File: config.mk
export PLATFORM = sky130hd
export DESIGN_NAME = fir_serial_mac
export DESIGN_NICKNAME = d
export VERILOG_FILES = /design/src/rtl/fir_serial_mac.sv
export SDC_FILE = /design/constraint.sdc
export NUM_CORES = 2
export LEC_CHECK = 0
export ABC_AREA = 1
export BUFFER_PORTS_ARGS = -buffer_cell sky130_fd_sc_hd__buf_4
export CAP_MARGIN = 5
export CORE_MARGIN = 10
export CORE_UTILIZATION = 40
export DETAILED_ROUTE_END_ITERATION = 8
export GPL_TIMING_DRIVEN = 0
export PLACE_DENSITY_LB_ADDON = 0.05
export SYNTH_ARGS = -nofsm -noshare
export SYNTH_HDL_FRONTEND = slang
export SYNTH_SLANG_ARGS = --single-unit
File: constraint.sdc
create_clock -name clk -period 38.4 [get_ports clk]
set_input_delay 0 -clock clk [delete_from_list [all_inputs] [get_ports clk]]
set_output_delay 0 -clock clk [all_outputs]
set_load 0.005 [all_outputs]
File: src/rtl/fir_serial_mac.sv
// fir_serial_mac: serial 64-tap FIR multiply-accumulate engine.
// Each accepted sample is shifted into a 64-entry delay line. The engine then
// walks current_count 0..63. The coefficient stage returns the matching
// coefficient on product_mux in the same cycle, and one product is
// accumulated per enabled clock. A rounded 16-bit result is emitted with a
// one-cycle out_valid pulse.
//
// Ports:
//   clk, rst         clock; asynchronous active-high reset
//   clk_enable       global advance enable; all state holds while low
//   sample_in        signed input sample
//   sample_valid     input sample offered (taken only when in_ready)
//   in_ready         engine idle, able to accept a sample
//   current_count    tap index presented to the coefficient stage
//   product_mux      signed Q1.15 coefficient for current_count (combinational)
//   coeff_update_ok  high only while idle; upstream may swap coefficients
//   out_data         signed filtered sample
//   out_valid        one-cycle pulse qualifying out_data
//
// Build option:
//   FIR_MAC_SATURATE_EN  defined: the rounded result is clamped to the 16-bit
//                        range. Undefined: the low 16 bits are kept, so the
//                        result wraps in two's complement.
module fir_serial_mac #(
  parameter int TAPS = 64,
  parameter int DW   = 16,
  parameter int AW   = 38
) (
  input  logic          clk,
  input  logic          rst,
  input  logic          clk_enable,
  input  logic [DW-1:0] sample_in,
  input  logic          sample_valid,
  output logic          in_ready,
  output logic [5:0]    current_count,
  input  logic [DW-1:0] product_mux,
  output logic          coeff_update_ok,
  output logic [DW-1:0] out_data,
  output logic          out_valid
);

  typedef enum logic [1:0] {
    IDLE  = 2'd0,
    MAC   = 2'd1,
    DRAIN = 2'd2,
    DONE  = 2'd3
  } state_t;

  localparam logic [5:0] LAST_TAP = 6'(TAPS - 1);
  localparam int         RW       = AW - 15;  // width of the rounded result

  state_t                  state;
  logic signed [DW-1:0]    taps [TAPS];
  logic signed [AW-1:0]    acc;
  logic signed [2*DW-1:0]  prod_reg;
  logic                    prod_valid;

  logic signed [DW-1:0]    tap_sel;
  logic signed [2*DW-1:0]  product;
  logic signed [AW-1:0]    prod_ext;
  logic signed [AW-1:0]    rounded;
  logic signed [RW-1:0]    r;
  logic [DW-1:0]           converted;

  assign tap_sel  = taps[current_count];
  assign product  = tap_sel * $signed(product_mux);
  assign prod_ext = {{(AW-2*DW){prod_reg[2*DW-1]}}, prod_reg};

  // Round half up, then arithmetic shift right by 15.
  // Keeping the top bits of the rounded sum is the same as an arithmetic shift.
  assign rounded = acc + AW'(16384);
  assign r       = rounded[AW-1:15];

`ifdef FIR_MAC_SATURATE_EN
  logic sat_hi;
  logic sat_lo;

  // The result is out of range when the bits above bit 15 are not all copies
  // of the sign bit.
  assign sat_hi = ~r[RW-1] & (|r[RW-1:DW-1]);
  assign sat_lo =  r[RW-1] & ~(&r[RW-1:DW-1]);

  always_comb begin
    converted = r[DW-1:0];
    if (sat_hi) converted = {1'b0, {(DW-1){1'b1}}};
    if (sat_lo) converted = {1'b1, {(DW-1){1'b0}}};
  end
`else
  always_comb begin
    converted = r[DW-1:0];
  end
`endif

  always_ff @(posedge clk or posedge rst) begin
    if (rst) begin
      state           <= IDLE;
      for (int unsigned k = 0; k < TAPS; k++) taps[k] <= '0;
      acc             <= '0;
      prod_reg        <= '0;
      prod_valid      <= 1'b0;
      current_count   <= '0;
      out_data        <= '0;
      out_valid       <= 1'b0;
      in_ready        <= 1'b1;
      coeff_update_ok <= 1'b1;
    end else if (clk_enable) begin
      out_valid <= 1'b0;
      case (state)
        IDLE: begin
          if (sample_valid) begin
            for (int unsigned k = TAPS - 1; k > 0; k--) taps[k] <= taps[k-1];
            taps[0]         <= $signed(sample_in);
            acc             <= '0;
            current_count   <= '0;
            in_ready        <= 1'b0;
            coeff_update_ok <= 1'b0;
            state           <= MAC;
          end
        end
        MAC: begin
          // The product is registered one tap behind the index, so the
          // accumulator lags by a cycle and DRAIN adds the final product.
          prod_reg   <= product;
          prod_valid <= 1'b1;
          if (prod_valid) acc <= acc + prod_ext;
          if (current_count == LAST_TAP) begin
            state <= DRAIN;
          end else begin
            current_count <= current_count + 6'd1;
          end
        end
        DRAIN: begin
          acc        <= acc + prod_ext;
          prod_valid <= 1'b0;
          state      <= DONE;
        end
        DONE: begin
          out_data        <= converted;
          out_valid       <= 1'b1;
          current_count   <= '0;
          in_ready        <= 1'b1;
          coeff_update_ok <= 1'b1;
          state           <= IDLE;
        end
        default: state <= IDLE;
      endcase
    end
  end

endmodule

Word level (Yosys, flattened, before mapping)
Index checks and enable logic that the tools add are counted.

Bits in registers: 1121. Logic and storage cells: 115. Output and inout bits: 25. Input bits: 36.

Magnitude comparators: 1. Add/sub/neg operators: 3. Equality and inequality tests: 8. $mul: 1. Reduce and logical (&&, ||, !) cells: 13. Mux-type cells: 16. Bitwise operators: 1.

Operators with widths (number): $pmux W38 S3 (1); $bmux W16 S6 (1); $mux W38 (2); $add A38 B32 Y38 (1); $mul A16 B16 Y32 (1); $mux W16 (2); $add A31 B16 Y31 const B (1); $pmux W6 S3 (1); $mux W6 (2); $reduce_and A3 Y1 (3); $ne A2 B2 Y1 const B (4); $pmux W2 S4 (1); $reduce_and A4 Y1 (2); $ge A7 B7 Y1 const B (1); $not A6 Y7 (1); $add A6 B1 Y6 const B (1); $eq A6 B6 Y1 const B (1); $reduce_and A2 Y1 (3); $reduce_bool A3 Y1 (2); $eq A2 B2 Y1 const B (2); $mux W2 (2); $pmux W1 S2 (2); $reduce_bool A2 Y1 (2); $eq A2 B1 Y1 const B (1); 2 further kinds (3).

Logic depth before layout (Yosys ltp)
Depth in word-level cells: 5. Mapped depth: 41. Mapped depth without buffers: 37.

Worst setup path after synthesis
No wires, ideal clock.

Kind: flip-flop to flip-flop. Start: register current_count[0]. End: register prod_reg[23]. Path slack: 31.722 ns. Data required time: 38.282 ns. Cell stages (with the launch flop): 35. Path buffers: 4. Period minus slack after synthesis: 6.678 ns. Arrival time: 6.560 ns. Setup time: 0.118 ns. Path through: dfrtp_1 buf_6 buf_6 buf_6 buf_4 o21ai_0 a21oi_1 o31ai_1 o21ai_0 inv_1 nand2_1 inv_2 nor2_1 fa_1 inv_1 fa_1 fa_1 inv_1 fa_1 fa_1 inv_1 fa_1 inv_1 ha_1 inv_1 o21ai_0 a21oi_1 o21ai_0 a21oi_1 o21ai_0 a21boi_1 o21ai_0 nand2_1 nand3_1 nand2_1.

Word-level cells in the longest chain between the ends: 5.

RTL lines: start, declared (line 35) `output logic [5:0] current_count,`; start signal, assigned (line 129) `current_count <= current_count + 6'd1;`; $not A6 Y7 (not written as such) (line 65) `assign tap_sel = taps[current_count];`; $bmux W16 S6 (line 65); $mux W16 (not written as such) (2 in a row) (line 65); $mul A16 B16 Y32 (line 66) `assign product = tap_sel * $signed(product_mux);`; end signal, assigned (line 123) `prod_reg <= product;`; end, declared (line 55) `logic signed [2*DW-1:0] prod_reg;`.

No other way between the ends. The select of a mux whose other input is x is not followed. A chain may end at the register's enable or synchronous reset.

Final worst setup path
Start: register current_count[3]. End: register prod_reg[26].

Same word-level chain as after synthesis.

==> results.yml <==
outcome:
  violations_in_the_final_reports: "max-capacitance violations, max-slew violations"
  run_status: "finished with violations"
finish:
  largest_reg_flops: 1024
  most_common_library_cell_in_the_layout_ignoring_fill_and_taps: "sky130_fd_sc_hd__nand2_1"
  layout-drive-gt1-share: 0.0666
  filler_cell_count: 15600
  most-common-layout-cells: "sky130_fd_sc_hd__nand2_1 (1892), sky130_fd_sc_hd__o21ai_0 (1449), sky130_fd_sc_hd__dfrtp_1 (1112)"
  final_cell_area_mm2: 0.0696
  flow.area_growth_from_synthesis_pct: 13.2
  fin_nets: 8222
global_route:
  global_route.usage.met2: 0.487
  gr-total-overflow: 0
  grt_pass1_wl_um: 420000
  antenna_found_initial: 39
  use_met3: 0.105
  first_global_vias: 54400
  grt.total_usage: 0.346
  grt-busiest-layer: "met2"
  use_met1: 0.483
  grt_max_degree: 120
sta:
  fin_crit_sh: 0.283
  final.hold.worst_slack_ns: 0.00988
  period_minus_slack_ns: 10.88
  tns_ns: 0
  clock-skew-final_ns: 0.0310
  drv_slew: 56
  grt_setup_unrepaired: "no"
  hold_violations: 0
  timing.final.setup_violations: 0
  worst_slew_pin_slew_ns: 1.64
  slew-limit-headroom: -0.0960
  fmaxAchievable_mhz: 91.9
worst_hold_path:
  min_path_type: "primary input to register"
cts:
  postCtsResizedCells: 0
  cts_buffers: 135
  hold_fix_buffers_cts: 33
  clock_path_buffers: 3
  cts_max_level: 4
  postCtsSetupBuffers: 0
  tritoncts_clock_tree: "yes"
  clock_latency_ns: 0.80
  clk_pin_slew_ns: 0.06
  cts_root_buffer: "sky130_fd_sc_hd__clkbuf_16"
  sink_count: 1113
die:
  fp.dieArea_mm2: 0.170
  initial_utilization: 0.403
  ios: 61
  die_height_um: 412
  core_outline_area_mm2: 0.152
  fp-row-count: 143
  die_w_um: 412
setup_path:
  cell_with_the_biggest_individual_delay_on_the_critical_path: "sky130_fd_sc_hd__clkbuf_1"
  worst-setup-path-type: "register to register"
  crit_path_end_kind: "register"
  critical_path.max_fanout: 10
  worst-endpoint-required_ns: 39.05
  max_stage_delay_ns: 1.05
  critical_path_buf_inv_count: 8
  crit_family: "adder cells"
  crit_arrival_ns: 11.53
  crit_path_start_kind: "register"
place:
  finalWeightedCongestion: 0.984
  dp_hpwl_um: 214000
  placedInstanceArea_mm2: 0.0648
  io_buffers: 59
detailed_routing:
  detail_route.vias_per_cell: 5.84
  routed-via-count: 58200
  detail_route.wirelength_um: 299000
  drtAntennaViolNets: 0
  route.detailed.drc: 0
  drt_pass1_iterations: 6
  route.detailed.wl_per_inst_um: 30.0
  drt_iter0_markers: 8225
synth:
  synth-seq-area-share: 0.453
  async_set_or_reset_register_ratio_after_synthesis: 1.00
  count_of_flip_flops_with_a_built_in_enable_after_synthesis: 0
  yosys_register_bits: 1113
  synth-warning-count: 0
  synth.lib_cells_used.distinct: 54
  syn-mean-instance-area_um2: 8.12
  synth.cell_area_mm2: 0.0615
  synthesis.nets: 7978
  synth_ff_type: "sky130_fd_sc_hd__dfrtp_1"
  synthesis.instances: 7568
job:
  max_cap_viol_count: 5
## metal layers
| layer | routed length (µm) | vias to the layer above |
|---|---|---|
| li1 | - | 24900 |
| met1 | 124000 | 29100 |
| met2 | 123000 | 3486 |
| met3 | 35700 | 717 |
| met4 | 16100 | 22 |
| met5 | 129 | - |
## path summary, 6_finish.rpt
kind	cells after the start	slack, ns	to	from
min reg2reg	2	0.47	taps[157]	taps[173]
min in group asynchronous	4	0.49	taps[335]	rst
min	4	0.01	taps[1020]	sample_in[12]
max	32	27.52	prod_reg[26]	current_count[3]
max reg2reg	32	27.52	prod_reg[26]	current_count[3]
max in group asynchronous	8	35.44	taps[733]	rst
## worst reg2reg max path: cells and delay by family (launching register included)
kind | cells | cell delay [ns]
compound gates | 5 | 1.03
xor+xnor | 1 | 0.37
fa+ha+maj | 7 | 3.22
buf+inv | 8 | 2.72
flops | 1 | 0.88
simple gates | 11 | 2.55
## kinds of logic (layout without fill, tap and decap cells)
kind of cell | count (synthesis) | count (layout) | synth area share
AO/OA/AOI/OAI | 2096 | 2096 | 0.179
XOR/XNOR | 30 | 30 | 0.00427
adder cells (fa/ha/maj) | 374 | 374 | 0.107
buffers and inverters | 1421 | 1765 | 0.0933
flip-flops | 1113 | 1113 | 0.453
other | 0 | 23 | 0
AND/OR/NAND/NOR | 2534 | 2534 | 0.163
## synth_stat cells, types with 7 or more instances
| master | number | area, µm² |
|---|---|---|
| sky130_fd_sc_hd__a21oi_1 | 409 | 2050 |
| sky130_fd_sc_hd__a31oi_1 | 21 | 131 |
| sky130_fd_sc_hd__buf_1 | 21 | 78.8 |
| sky130_fd_sc_hd__buf_2 | 159 | 796 |
| sky130_fd_sc_hd__buf_4 | 17 | 128 |
| sky130_fd_sc_hd__buf_6 | 18 | 203 |
| sky130_fd_sc_hd__clkbuf_1 | 254 | 953 |
| sky130_fd_sc_hd__dfrtp_1 | 1112 | 27800 |
| sky130_fd_sc_hd__fa_1 | 257 | 5140 |
| sky130_fd_sc_hd__ha_1 | 117 | 1460 |
| sky130_fd_sc_hd__inv_1 | 932 | 3500 |
| sky130_fd_sc_hd__inv_2 | 15 | 56.3 |
| sky130_fd_sc_hd__nand2_1 | 1892 | 7100 |
| sky130_fd_sc_hd__nand2_2 | 7 | 43.8 |
| sky130_fd_sc_hd__nand3_1 | 238 | 1190 |
| sky130_fd_sc_hd__nand4_1 | 40 | 250 |
| sky130_fd_sc_hd__nor2_1 | 319 | 1200 |
| sky130_fd_sc_hd__nor3_1 | 12 | 60.1 |
| sky130_fd_sc_hd__o211ai_1 | 82 | 616 |
| sky130_fd_sc_hd__o21ai_0 | 1449 | 7250 |
| sky130_fd_sc_hd__o21ai_1 | 26 | 130 |
| sky130_fd_sc_hd__o21bai_1 | 10 | 75.1 |
| sky130_fd_sc_hd__o22ai_1 | 44 | 275 |
| sky130_fd_sc_hd__o31ai_1 | 15 | 113 |
| sky130_fd_sc_hd__or2_2 | 14 | 87.6 |
| sky130_fd_sc_hd__xnor2_1 | 14 | 123 |
| sky130_fd_sc_hd__xor2_1 | 16 | 140 |
## area by class of cell
cell class	count	area [µm²]	area share
inverters	952	3590	0.0515
plain buffers	469	2170	0.0312
repair buffers	107	1140	0.0163
flip-flops and latches	1113	27900	0.400
clock buffers	207	3990	0.0574
well taps	2030	2540	0.0365
multi-input cells	5034	27900	0.401
clock inverters	30	355	0.00511
diodes	23	57.6	0.000827
## through the flow
stage | setup WS (ns) | instances | utilization
6_report | 27.52 | 9965 | 0.457
5_1_grt | 27.70 | 9945 | 0.456
4_1_cts | 28.14 | 9941 | 0.456
3_5_place_dp | 28.16 | 9671 | 0.425
3_3_place_gp | -7.99 | 9657 | 0.423
2_1_floorplan | 7.06 | 7568 | -
Power is not shown: default switching activity piles up to over one toggle a cycle in this logic, so the estimate is an artifact.
